--- src/rtl/fetch_queue.sv ---
`default_nettype none
// +--------------------------------------------------------------------------+
// | fetch_queue : fetch PC, one-in-flight imem reads, in-order instr queue   |
// | Revision    : 1.0                                                        |
// +--------------------------------------------------------------------------+
module fetch_queue #(
  parameter int unsigned DEPTH    = 4,
  parameter logic [31:0] RESET_PC = 32'h0000_0000
) (
  input  logic        clk_i,
  input  logic        reset_i,
  output logic        imem_req_o,
  output logic [29:0] imem_addr_o,
  input  logic        imem_valid_i,
  input  logic [31:0] imem_data_i,
  input  logic        redirect_i,
  input  logic [31:0] redirect_pc_i,
  output logic        inst_valid_o,
  output logic [31:0] inst_o,
  output logic [31:0] inst_pc_o,
  input  logic        inst_ready_i,
  output logic        halted_o
);

  localparam int unsigned AW          = $clog2(DEPTH);
  localparam logic [AW:0]   c_full      = (AW+1)'(DEPTH);
  localparam logic [AW:0]   c_cnt_one   = (AW+1)'(1);
  localparam logic [AW-1:0] c_ptr_one   = AW'(1);
  localparam logic [29:0]   c_reset_wpc = RESET_PC[31:2];

  logic [29:0]   fetch_pc_q, fetch_pc_d;
  logic [AW-1:0] rd_ptr_q, rd_ptr_d;
  logic [AW-1:0] wr_ptr_q, wr_ptr_d;
  logic [AW:0]   count_q, count_d;
  logic          outstanding_q, outstanding_d;
  logic          drop_q, drop_d;
  logic          stop_q, stop_d;
  logic          halted_q, halted_d;

  logic [31:0]   inst_mem_q [DEPTH];
  logic [29:0]   pc_mem_q   [DEPTH];

  logic          w_resp;
  logic          w_enq;
  logic          w_deq;
  logic [31:0]   w_head_inst;
  logic [29:0]   w_head_pc;
  logic          w_unused_redirect_lsb;

  assign w_unused_redirect_lsb = ^redirect_pc_i[1:0];

  // A response only counts while a request is in flight; stray strobes are ignored.
  assign w_resp = imem_valid_i & outstanding_q;
  assign w_enq  = w_resp & ~drop_q & ~redirect_i;

  assign w_head_inst = inst_mem_q[rd_ptr_q];
  assign w_head_pc   = pc_mem_q[rd_ptr_q];

  assign inst_valid_o = (count_q != '0) & ~halted_q;
  assign w_deq        = inst_valid_o & inst_ready_i;
  assign inst_o       = inst_valid_o ? w_head_inst : 32'h0;
  assign inst_pc_o    = inst_valid_o ? {w_head_pc, 2'b00} : 32'h0;
  assign halted_o     = halted_q;

  assign imem_req_o  = reset_i & ~outstanding_q & ~stop_q & ~redirect_i
                     & ~halted_q & (count_q < c_full);
  assign imem_addr_o = fetch_pc_q;

  always_comb begin
    fetch_pc_d    = fetch_pc_q;
    rd_ptr_d      = rd_ptr_q;
    wr_ptr_d      = wr_ptr_q;
    count_d       = count_q;
    outstanding_d = outstanding_q;
    drop_d        = drop_q;
    stop_d        = stop_q;
    halted_d      = halted_q;

    // The consumer took the head even if a redirect flushes the rest.
    if (w_deq && (w_head_inst == 32'h0)) begin
      halted_d = 1'b1;
    end

    if (w_resp) begin
      outstanding_d = 1'b0;
    end

    if (redirect_i) begin
      rd_ptr_d   = '0;
      wr_ptr_d   = '0;
      count_d    = '0;
      fetch_pc_d = redirect_pc_i[31:2];
      stop_d     = 1'b0;
      drop_d     = outstanding_q & ~imem_valid_i;
    end else begin
      if (w_resp && drop_q) begin
        drop_d = 1'b0;
      end
      if (w_enq) begin
        wr_ptr_d   = wr_ptr_q + c_ptr_one;
        fetch_pc_d = fetch_pc_q + 30'd1;
        if (imem_data_i == 32'h0) begin
          stop_d = 1'b1;
        end
      end
      if (w_deq) begin
        rd_ptr_d = rd_ptr_q + c_ptr_one;
      end
      case ({w_enq, w_deq})
        2'b10:   count_d = count_q + c_cnt_one;
        2'b01:   count_d = count_q - c_cnt_one;
        default: count_d = count_q;
      endcase
      if (imem_req_o) begin
        outstanding_d = 1'b1;
      end
    end
  end

  always_ff @(posedge clk_i) begin
    if (!reset_i) begin
      fetch_pc_q    <= c_reset_wpc;
      rd_ptr_q      <= '0;
      wr_ptr_q      <= '0;
      count_q       <= '0;
      outstanding_q <= 1'b0;
      drop_q        <= 1'b0;
      stop_q        <= 1'b0;
      halted_q      <= 1'b0;
    end else begin
      fetch_pc_q    <= fetch_pc_d;
      rd_ptr_q      <= rd_ptr_d;
      wr_ptr_q      <= wr_ptr_d;
      count_q       <= count_d;
      outstanding_q <= outstanding_d;
      drop_q        <= drop_d;
      stop_q        <= stop_d;
      halted_q      <= halted_d;
    end
  end

  // Storage needs no reset: it is never observed while count is zero.
  always_ff @(posedge clk_i) begin
    if (reset_i && w_enq) begin
      inst_mem_q[wr_ptr_q] <= imem_data_i;
      pc_mem_q[wr_ptr_q]   <= fetch_pc_q;
    end
  end

endmodule
`default_nettype wire

--- config.mk ---
export PLATFORM = sky130hd
export DESIGN_NAME = fetch_queue
export DESIGN_NICKNAME = d
export VERILOG_FILES = /design/src/rtl/fetch_queue.sv
export SDC_FILE = /design/constraint.sdc
export NUM_CORES = 1
export LEC_CHECK = 0
export ABC_AREA = 1
export BUFFER_PORTS_ARGS = -buffer_cell sky130_fd_sc_hd__buf_2
export CAP_MARGIN = 15
export CORE_ASPECT_RATIO = 1.1
export CORE_UTILIZATION = 58
export DETAILED_ROUTE_END_ITERATION = 8
export GPL_TIMING_DRIVEN = 0
export HOLD_SLACK_MARGIN = 0.03
export MAX_ROUTING_LAYER = met4
export PLACE_DENSITY = 0.8
export SLEW_MARGIN = 30
export SYNTH_ARGS = -nofsm -noshare
export SYNTH_HDL_FRONTEND = slang
export SYNTH_SLANG_ARGS = --single-unit
--- constraint.sdc ---
create_clock -name clk_i -period 4.5 [get_ports clk_i]
set_input_delay 0.45 -clock clk_i [delete_from_list [all_inputs] [get_ports clk_i]]
set_output_delay 0.45 -clock clk_i [all_outputs]
set_load 0.02 [all_outputs]
==> qor.yml <==
outcome:
  run_status: "finished clean"
cts:
  cts.reportedPaths.clkPinSlew_ns: 0.06
  cts_made_buffers: 27
  cts_post_setup_buffers_inserted: 0
  cts_hold_buffers: 0
  clockBufferDepth: 3
  cts.root.buffer_cell: "clkbuf_16"
  cts_htree_levels: 1
  cts_sinks: 291
  tritoncts: "built"
  clkLatencyLatePin_ns: 0.54
  cts_resized: 0
floorplanning:
  die_area_mm2: 0.0220
  die_x_um: 142
  die_h_um: 155
  rows: 55
  coreArea_mm2: 0.0208
  ioPinCount: 166
  starting_density_of_the_core_pct: 59.8
worst_setup_path:
  critPathLaunchType: "flip-flop"
  end_kind: "output port"
  crit_arrival_ns: 2.91
  crit_type: "reg -> out"
  worst_ep_required_time_ns: 4.05
  cp_max_fo: 10
routing:
  drt-initial-drc-count: 947
  finalWirelength_um: 32900
  avgRoutedWirePerCell_um: 19.2
  average_vias_per_placed_instance: 5.65
  firstDrtPassIters: 5
  count_of_vias_placed_by_the_detailed_router: 9683
  drc_errors_left: 0
  number_of_nets_with_antenna_violations_after_routing: 0
sta:
  skew_ns: 0.00997
  final.setup.worst_slack_ns: 1.14
  final-hold-violation-count: 0
  final_period_utilization_pct: 74.7
  unrepaired_setup_endpoints_after_global_routing: "false"
  finalSetupViolations: 0
  fmax_mhz: 298
  fin_crit_ns: 3.36
  slew_headroom_pct: 45.9
  slew_viol_final: 0
  tightest_slew_ns: 0.811
global_routing:
  antenna_found_initial: 1
  number_of_global_route_vias_before_repair: 9192
  groute.usage.overall_pct: 31.4
  maximum_number_of_pins_on_one_net_before_global_route_repair: 22
  grt_remaining_overflow: 0
  grt_first_pass_wirelength_um: 50400
yosys:
  proportion_of_synthesized_chip_area_in_sequential_cells_pct: 66.9
  synth.lib_cells_used.distinct: 38
  synthesis.yosys.warnings: 0
  post_synth.cell_area_avg_um2: 10.3
  ys_ff_latch: 291
  syn-instance-count: 1205
  synthesis.area_mm2: 0.0124
cells_and_area:
  final_layout_size_suffix_gt1_share_pct: 17.9
  area_growth_pct: 20.6
  final_design_area_no_fill_mm2: 0.0150
  fin_nets: 1484
hold_path:
  hp-class: "in -> reg"
placement:
  dp_wirelength_um: 22000
  dp_slack_ns: 1.36
  gp_congestion: 0.924
  detailed_place.area_mm2: 0.0139
  port-buffer-count: 161
power:
  ir_drop_uv: 338
  powerDensity_mw_per_mm2: 390
  leakagePower_nw: 5.84
run:
  max_cap_violations: 0
[flip-flops by register name, indices dropped and copies added (netlist names), named ones only]
name           cells
pc_mem_q         120
outstanding_q      1
stop_q             1
count_q            3
wr_ptr_q           2
imem_addr_o       30
inst_mem_q       128
halted_o           1
drop_q             1
rd_ptr_q           2
[critical path: stages, from the launching register on]
cell,delay (ns)
dfxtp_1,0.30
buf_2,0.21
clkinv_1,0.33
buf_2,0.35
buf_1,0.30
nor2_1,0.29
o21ai_0,0.16
a21oi_1,0.23
buf_2,0.21
[final timing paths]
path                  startpoint               end  slack, ns  depth (start not counted)
setup / recovery       flip-flop     inst_pc_o[11]       1.14                          8
hold / removal    imem_data_i[8]  inst_mem_q[0][8]       0.14                          1
setup reg to reg   outstanding_q   pc_mem_q[3][23]       1.42                          8
hold reg to reg           stop_q            stop_q       0.47                          2
[power by group]
| group | total [mW] | internal, mW | switching, mW |
|---|---|---|---|
| logic | 0.201 | 0.0689 | 0.132 |
| clock network | 2.66 | 1.69 | 0.970 |
| registers | 2.99 | 2.94 | 0.0457 |
[cell families (layout without fill, tap and decap cells)]
kind of cell               count (synthesis)  count (layout)  synth area share (%)
AOI/OAI and AO/OA                        173             173                  7.23
xor gates and xnor gates                  11              11                 0.776
adders and majority gates                  7               7                 0.766
buffers and inverters                    118             340                  4.24
DFF                                      291             291                  66.9
other                                      1               3                0.0302
and+or+nand+nor                          604             604                  20.1
[cells in the final DEF, fill, tap and decap left out, drive strengths merged, types with 8 or more instances in the layout]
master / n
edfxtp: 248
a31oi: 8
nand2: 284
buf: 203
nor2: 207
o21ai: 93
a21oi: 65
clkbuf: 60
bufinv: 10
nor4: 9
inv: 59
nand3: 86
xor2: 8
dfxtp: 43
[layer usage]
| layer | vias to the layer above | track usage (%) | wire, µm |
|---|---|---|---|
| met5 | - | - | 0 |
| met4 | 0 | 13.2 | 1220 |
| met3 | 100 | 4.71 | 3140 |
| met2 | 565 | 51.9 | 16200 |
| met1 | 4503 | 38.8 | 12300 |
| li1 | 4515 | - | - |
[through the flow]
step | TNS, ns | hold WS, ns | power (mW) | util [%] | cells
2_1_floorplan | 0 | 0.431 | 3.13 | - | 1206
3_3_place_gp | -491.02 | 0.441 | 3.23 | 65.4 | 1652
5_1_grt | 0 | 0.135 | 5.99 | 72.1 | 1714
3_5_place_dp | 0 | 0.449 | 3.24 | 67.1 | 1664
4_1_cts | 0 | 0.127 | 5.87 | 72.1 | 1713
6_report | 0 | 0.143 | 5.85 | 72.1 | 1714
[cell usage after synthesis (all sizes together)]
| cell | count | share of area, % |
|---|---|---|
| xnor2 | 3 | 0.21 |
| clkbuf | 28 | 0.85 |
| o21ai | 93 | 3.7 |
| ha | 6 | 0.60 |
| conb | 1 | 0.030 |
| and2 | 1 | 0.050 |
| clkinv | 1 | 0.030 |
| a211oi | 1 | 0.060 |
| fa | 1 | 0.16 |
| nand3b | 3 | 0.18 |
| nor3 | 7 | 0.32 |
| buf | 30 | 1.6 |
| nand2 | 284 | 8.6 |
| nand3 | 86 | 3.5 |
| edfxtp | 248 | 60 |
| a31oi | 8 | 0.40 |
| nor2 | 207 | 6.5 |
| nand4 | 4 | 0.32 |
| o21a | 1 | 0.060 |
| o211ai | 1 | 0.060 |
| dfxtp | 43 | 6.9 |
| inv | 59 | 1.8 |
| or2 | 3 | 0.15 |
| a22o | 4 | 0.28 |
| nor4 | 9 | 0.45 |
| xor2 | 8 | 0.56 |
| a21oi | 65 | 2.6 |
[layout make-up]
class                   instances  area (µm²)
plain buffers                  58         299
well taps                     285         357
flip-flops and latches        291        8310
repair buffers                173        1120
fillers                      1469        5800
multi-input cells             797        3620
diodes                          1        2.50
clock inverters                17         339
clock buffers                  32         704
inverters                      60         228
No activity file was read; power rests on OpenSTA's default activity.
